===== src/rtl/reg_access_arbiter.sv =====
// Round-robin arbiter: three requesters share one 4-entry register bank command port.
// Optional macro REG_ARB_LOCK_EN adds per-requester Lock input for exclusive ownership.
module reg_access_arbiter (
    input  logic        clk_i,
    input  logic        rst_i,
    input  logic [2:0]  req_i,
    input  logic [5:0]  req_sel_i,
    input  logic [5:0]  req_fun_sel_i,
    input  logic [47:0] req_data_i,
`ifdef REG_ARB_LOCK_EN
    input  logic [2:0]  lock_i,
`endif
    output logic [2:0]  gnt_o,
    output logic [3:0]  reg_e_o,
    output logic [1:0]  reg_fun_sel_o,
    output logic [15:0] reg_i_o,
    output logic        busy_o,
    output logic        state_o
);

    // Handshake: a requester holds req_i[i] and its fields stable until it
    // samples gnt_o[i] high; req_i[i] still high after gnt_o[i] drops is a new request.
    typedef enum logic {IDLE = 1'b0, ISSUE = 1'b1} state_t;

    state_t      state_q, state_d;
    logic [2:0]  gnt_q, gnt_d;
    logic [3:0]  reg_e_q, reg_e_d;
    logic [1:0]  fun_q, fun_d;
    logic [15:0] data_q, data_d;
    logic [1:0]  last_q, last_d;

    logic [2:0]  elig;
    logic [1:0]  c0, c1, c2;
    logic [1:0]  win;
    logic        has_win;
    logic [1:0]  sel_w;
    logic [1:0]  fun_w;
    logic [15:0] data_w;

`ifdef REG_ARB_LOCK_EN
    logic        owner_vld_q, owner_vld_d;
    logic [1:0]  owner_q, owner_d;
    logic        owner_rel_idle;
`endif

    always_comb begin
        elig = req_i & ~gnt_q;
`ifdef REG_ARB_LOCK_EN
        // Owner dropping its request outside a grant cycle frees the bus at this edge.
        owner_rel_idle = owner_vld_q && !req_i[owner_q] && !gnt_q[owner_q];
        if (owner_vld_q && !owner_rel_idle) begin
            elig = elig & (3'b001 << owner_q);
        end
`endif
        case (last_q)
            2'd0:    begin c0 = 2'd1; c1 = 2'd2; c2 = 2'd0; end
            2'd1:    begin c0 = 2'd2; c1 = 2'd0; c2 = 2'd1; end
            default: begin c0 = 2'd0; c1 = 2'd1; c2 = 2'd2; end
        endcase
        has_win = |elig;
        if (elig[c0])      win = c0;
        else if (elig[c1]) win = c1;
        else               win = c2;
    end

    always_comb begin
        case (win)
            2'd0:    begin sel_w = req_sel_i[1:0]; fun_w = req_fun_sel_i[1:0]; data_w = req_data_i[15:0];  end
            2'd1:    begin sel_w = req_sel_i[3:2]; fun_w = req_fun_sel_i[3:2]; data_w = req_data_i[31:16]; end
            default: begin sel_w = req_sel_i[5:4]; fun_w = req_fun_sel_i[5:4]; data_w = req_data_i[47:32]; end
        endcase
    end

    always_comb begin
        state_d = IDLE;
        gnt_d   = 3'b000;
        reg_e_d = 4'b0000;
        fun_d   = fun_q;
        data_d  = data_q;
        last_d  = last_q;
`ifdef REG_ARB_LOCK_EN
        owner_vld_d = owner_vld_q && !owner_rel_idle;
        owner_d     = owner_q;
`endif
        if (has_win) begin
            state_d = ISSUE;
            gnt_d   = 3'b001 << win;
            reg_e_d = 4'b0001 << sel_w;
            fun_d   = fun_w;
            data_d  = data_w;
            last_d  = win;
`ifdef REG_ARB_LOCK_EN
            if (lock_i[win]) begin
                owner_vld_d = 1'b1;
                owner_d     = win;
            end else if (owner_vld_q && owner_q == win) begin
                owner_vld_d = 1'b0;
            end
`endif
        end
    end

    always_ff @(posedge clk_i or posedge rst_i) begin
        if (rst_i) begin
            state_q <= IDLE;
            gnt_q   <= 3'b000;
            reg_e_q <= 4'b0000;
            fun_q   <= 2'b00;
            data_q  <= 16'h0000;
            last_q  <= 2'd2;
        end else begin
            state_q <= state_d;
            gnt_q   <= gnt_d;
            reg_e_q <= reg_e_d;
            fun_q   <= fun_d;
            data_q  <= data_d;
            last_q  <= last_d;
        end
    end

`ifdef REG_ARB_LOCK_EN
    always_ff @(posedge clk_i or posedge rst_i) begin
        if (rst_i) begin
            owner_vld_q <= 1'b0;
            owner_q     <= 2'd0;
        end else begin
            owner_vld_q <= owner_vld_d;
            owner_q     <= owner_d;
        end
    end
`endif

    assign gnt_o         = gnt_q;
    assign reg_e_o       = reg_e_q;
    assign reg_fun_sel_o = fun_q;
    assign reg_i_o       = data_q;
    assign busy_o        = |reg_e_q;
    assign state_o       = state_q;

endmodule

===== config.mk =====
export PLATFORM = sky130hd
export DESIGN_NAME = reg_access_arbiter
export DESIGN_NICKNAME = d
export VERILOG_FILES = /design/src/rtl/reg_access_arbiter.sv
export SDC_FILE = /design/constraint.sdc
export NUM_CORES = 1
export LEC_CHECK = 0
export CORE_AREA = 2 2 67 69
export CTS_CLUSTER_DIAMETER = 80
export DETAILED_ROUTE_END_ITERATION = 12
export DIE_AREA = 0 0 69 71
export MAX_ROUTING_LAYER = met4
export PLACE_DENSITY = 0.76
export SYNTH_ARGS = -nofsm -noshare
export SYNTH_HDL_FRONTEND = slang
export SYNTH_SLANG_ARGS = --single-unit

===== constraint.sdc =====
create_clock -name clk_i -period 4.2 [get_ports clk_i]
set_input_delay 1.26 -clock clk_i [delete_from_list [all_inputs] [get_ports clk_i]]
set_output_delay 1.26 -clock clk_i [all_outputs]
set_load 0.02 [all_outputs]

# ---- After elaboration in Yosys (flattened, before gate mapping)
# Index checks and enable logic that the tools add are counted.
dict set report totals {
  input_bits 65
  out_inout_bits 27
  register_bits 28
}
dict set report op_classes {
  eq_ne 2
  bitwise_logic 2
  n_reduce_logical 4
  n_lt_le_gt_ge 2
  muxes 15
  shift 2
}
# operator count
set op_table {}
lappend op_table {{case mux 16 bit (2 select lines)} 1}
lappend op_table {{case mux 2 bit (2 select lines)} 5}
lappend op_table {{less-than comparator 2 x 3 -> 1 bit (second input constant)} 2}
lappend op_table {{binary-select mux 1 bit (select 2 bit)} 2}
lappend op_table {{equality test 2 x 1 -> 1 bit (second input constant)} 2}
lappend op_table {{logical NOT 2 bit} 2}
lappend op_table {{2-to-1 mux 2 bit} 2}
lappend op_table {{2-to-1 mux 4 bit} 1}
lappend op_table {{OR reduction 4 bit} 1}
lappend op_table {{left shift 1 x 2 -> 4 bit (first input constant)} 1}
lappend op_table {{bitwise AND 3 bit} 1}
lappend op_table {{2-to-1 mux 1 bit} 3}
lappend op_table {{2-to-1 mux 3 bit} 1}
lappend op_table {{inverter 3 bit} 1}
lappend op_table {{OR reduction 3 bit} 1}
lappend op_table {{left shift 1 x 2 -> 3 bit (first input constant)} 1}

# ---- Longest topological paths before layout
dict set report depth {
  depth_word 10
  ltp_mapped 7
}

# ---- Worst setup path after synthesis
# OpenSTA, ideal clock, no wires.
dict set report synth_timing {
  path_type {input to register}
  from {in req_i[1]}
  to {reg reg_e_q[1] (netlist: reg_e_o[1])}
  slack_ps 1702
  stages 4
  t_arrival_ps 2425
  n_path_buf 0
  path_cell_list {or3b_1 > a32o_2 > a222oi_1 > nor2b_1}
}
dict set report synth_between {
  elab_chain_cells 9
}
# item line
set synth_lines {}
lappend synth_lines {{start, declared} 6} ;# input logic [2:0] req_i,
lappend synth_lines {{bitwise AND 3 bit *} 47} ;# elig = req_i & ~gnt_q;
lappend synth_lines {{binary-select mux 1 bit (select 2 bit)} 62} ;# else if (elig[c1]) win = c1;
lappend synth_lines {{2-to-1 mux 1 bit (not written as such)} 62}
lappend synth_lines {{2-to-1 mux 2 bit} 62}
lappend synth_lines {{2-to-1 mux 2 bit} 61} ;# if (elig[c0]) win = c0;
lappend synth_lines {{equality test 2 x 1 -> 1 bit or logical NOT 2 bit (tied branches)} 67} ;# case (win)
lappend synth_lines {{case mux 2 bit (2 select lines)} 67}
lappend synth_lines {{left shift 1 x 2 -> 4 bit} 88} ;# reg_e_d = 4'b0001 << sel_w;
lappend synth_lines {{2-to-1 mux 4 bit *} 85} ;# if (has_win) begin
lappend synth_lines {{named net reg_e_d[1]} 27} ;# logic [3:0] reg_e_q, reg_e_d;
lappend synth_lines {{end signal, assigned} 114} ;# reg_e_q <= reg_e_d;
lappend synth_lines {{end, declared} 27}
# Mark *: on every way through the listed nets, which the timed path passes. The rest lies on a longest branch. The select of a mux whose other input is x is not followed.
# A chain may end at the register's enable or synchronous reset.

# ---- Worst setup path after layout
dict set report layout_timing {
  from {in req_i[2]}
  to {reg reg_e_q[1] (netlist: reg_e_o[1])}
}
# Same word-level chain as after synthesis.

==> results.toml <==
[global_routing]
antenna_found_initial = 0
grt_pass1_vias = 1477
grt_first_pass_wirelength_um = 6770
grt_max_degree = 40
grt_remaining_overflow = 0
grtUsageTotal_pct = 17.2

[setup_path]
worst-path-buf-inv = 1
worst-path-max-fanout = 21
path_class = "primary input to register"
critPathCapture = "reg_e_o[1]"
cp_num_cells = 6
crit_start = "req_i[2]"
crit_chain = "clkdlybuf4s50_1 > nor3b_1 > nor3_1 > or2_1 > a222oi_1 > nor2b_1"
startpoint_type = "primary input"
r2r_end = "reg_e_o[2]"
critical-path-max-stage-delay_ns = 0.50
worstPathArrival_ns = 3.32
crit_slowest_cell = "or2_1"
crit_family = "simple AND/OR/NAND/NOR gates"
cp.required_ns = 4.40
r2r_slack_ns = 2.05
r2r_start = "last_q[1]"
crit_path_end_kind = "register"
reg2reg_depth = 5

[sta]
setup_viol = 0
rsz0062_at_grt = "false"
fin_tns_setup_ns = 0
finalCriticalPeriod_ns = 3.12
slew_viol_final = 0
fin_skew_ns = 0.00196
tightest_slew_ns = 1.04
finalHoldViolCount = 0
relSlewSlack_pct = 30.8
fin_crit_sh_pct = 74.4
max_freq_mhz = 320

[detailed_routing]
drt_iter0_markers = 87
firstDrtPassIters = 4
wl_um = 4180
ant_nets = 0
vias = 1484
wire_per_inst_um = 14.6
vias_per_cell = 5.17
drc = 0

[clock_tree]
hold_buffers = 0
cts_resized = 0
path_clk_slew_ns = 0.10
root_buffer = "clkbuf_8"
cts_tree = "built"
cts_buffer_depth = 2
clock_sinks = 28
numCtsBuffers = 3
insertion_delay_ns = 0.27
cts.htree.levels = 1
cts_setup_buffers = 0

[job]
max_cap_viol_count = 0

[floorplan]
die-area_mm2 = 0.00490
io_pins = 92
die_h_um = 71
core-area_mm2 = 0.00420
rows = 24
start_util_pct = 33.3
die_x_um = 69

[logic_synthesis]
synth_cell_types = 30
yosys.area.top_type = "dfrtp_1"
yosys_warnings = 0
synth_area_leaders = "dfrtp_1 48%, a22oi_1 9.7%, o22ai_1 8.1%"
synth_nets = 214
syn_area_mm2 = 0.00140
avgSynthCellArea_um2 = 9.39
synth_top_area_share_pct = 48.3
ys_ff_latch = 28
synth-seq-area-share_pct = 50.2
syn_inst = 149

[power]
power_uw = 1640
power_leakage_uw = 0.000966
power.density_mw_per_mm2 = 683
peakVddDrop_v = 0.000296

[layout]
diodes = 0
drive_gt1_share_pct = 4.26
fillCellCount = 380
design_area_mm2 = 0.00240
nets = 301
areaGrowthSynthToFinish_pct = 71.4

[hold_path]
hp-class = "register to register"

[outcome]
status = "finished, final reports clean"

[placed_design]
place_hpwl_um = 3140
gp_congestion = 0.711
placedInstanceArea_mm2 = 0.00234
port_buffers = 91
==> cells in the mapped netlist <==
library cell	instances
dfrtp_1	27
nor2_1	23
a21oi_1	18
a22oi_1	18
o22ai_1	18
clkbuf_1	8
inv_1	4
nand2b_1	4
a22o_1	2
and3_1	2
buf_2	2
buf_4	2
nand3_1	2
nor2b_1	2
nor3_1	2
a211oi_1	1
a21o_1	1
a221o_1	1
a222oi_1	1
a22oi_2	1
a32o_2	1
and2_1	1
dfstp_2	1
nand2_1	1
nor3b_1	1
o21ai_0	1
o221a_1	1
or2_1	1
or3b_1	1
or4_1	1
==> worst reg2reg max path, cell delays in order, from the launching register on <==
cell      delay (ns)
dfstp_2         0.60
nor3b_1         0.09
nor3_1          0.20
or2_1           0.64
a222oi_1        0.25
a211oi_1        0.29
==> through the flow <==
stage | worst slack, ns | cells | hold slack [ns] | utilization (%)
finish | 1.08 | 287 | 0.555 | 57.0
global placement | 0.910 | 283 | 0.521 | 55.7
global route | 0.922 | 287 | 0.565 | 57.0
floorplan | 1.70 | 149 | 0.488 | -
detailed placement | 0.835 | 283 | 0.526 | 55.7
CTS | 1.12 | 287 | 0.550 | 57.0
==> cell families (layout without fill, tap and decap cells) <==
group | Yosys count | after routing | share of synthesized area [%]
AOI/OAI and AO/OA | 64 | 64 | 30.8
buffers and inverters | 16 | 102 | 5.01
DFF | 28 | 28 | 50.2
and+or+nand+nor | 41 | 41 | 14.0
==> cells in the final DEF, fill, tap and decap left out, drive strengths merged <==
cell	synthesis	final
clkdlybuf4s50	0	91
dfrtp	27	27
nor2	23	23
a22oi	19	19
a21oi	18	18
o22ai	18	18
nand2b	4	4
inv	4	4
clkbuf	8	4
buf	4	3
and3	2	2
nor3	2	2
nor2b	2	2
nand3	2	2
a22o	2	2
or3b	1	1
nor3b	1	1
a32o	1	1
or2	1	1
o21ai	1	1
a222oi	1	1
a221o	1	1
a211oi	1	1
nand2	1	1
o221a	1	1
or4	1	1
and2	1	1
a21o	1	1
dfstp	1	1
==> metal layers <==
metal  wire [um]  track usage [%]
met1        1690             19.7
met5           0                -
met2        2290             32.8
met3         182             2.28
met4          13             1.96
==> state kept, by name, indices dropped and copies added (netlist names) <==
register,flops
reg_fun_sel_o,2
reg_e_o,4
reg_i_o,16
gnt_o,3
state_o,1
last_q,2
==> power by group <==
part           leakage (uW)  switching [uW]  internal, uW  total [uW]
clock             0.0000288            82.3          83.8         166
combinational      0.000603             530           465         995
sequential         0.000335            74.1           402         476
total              0.000966             687           951        1640
==> how the worst min path moves through the flow <==
stage | from | to | slack, ns | cells past startpoint
finish | last_q[0] | last_q[0] | 0.55 | 1
detailed placement | last_q[0] | last_q[0] | 0.53 | 1
CTS | last_q[0] | last_q[0] | 0.55 | 1
global placement | last_q[0] | last_q[0] | 0.52 | 1
global route | last_q[0] | last_q[0] | 0.56 | 1
floorplan | last_q[0] | last_q[0] | 0.49 | 1
==> layout make-up <==
cell class                 count  area [um2]  area share (%)
sequential                    28         702            29.3
tap                           52        65.1            2.71
clock buffer                   4        55.1            2.30
timing repair buffer          94         933            38.9
inverter                       4        15.0           0.626
multi-input combinational    105         627            26.1
Power figures use the tool's default switching activity.
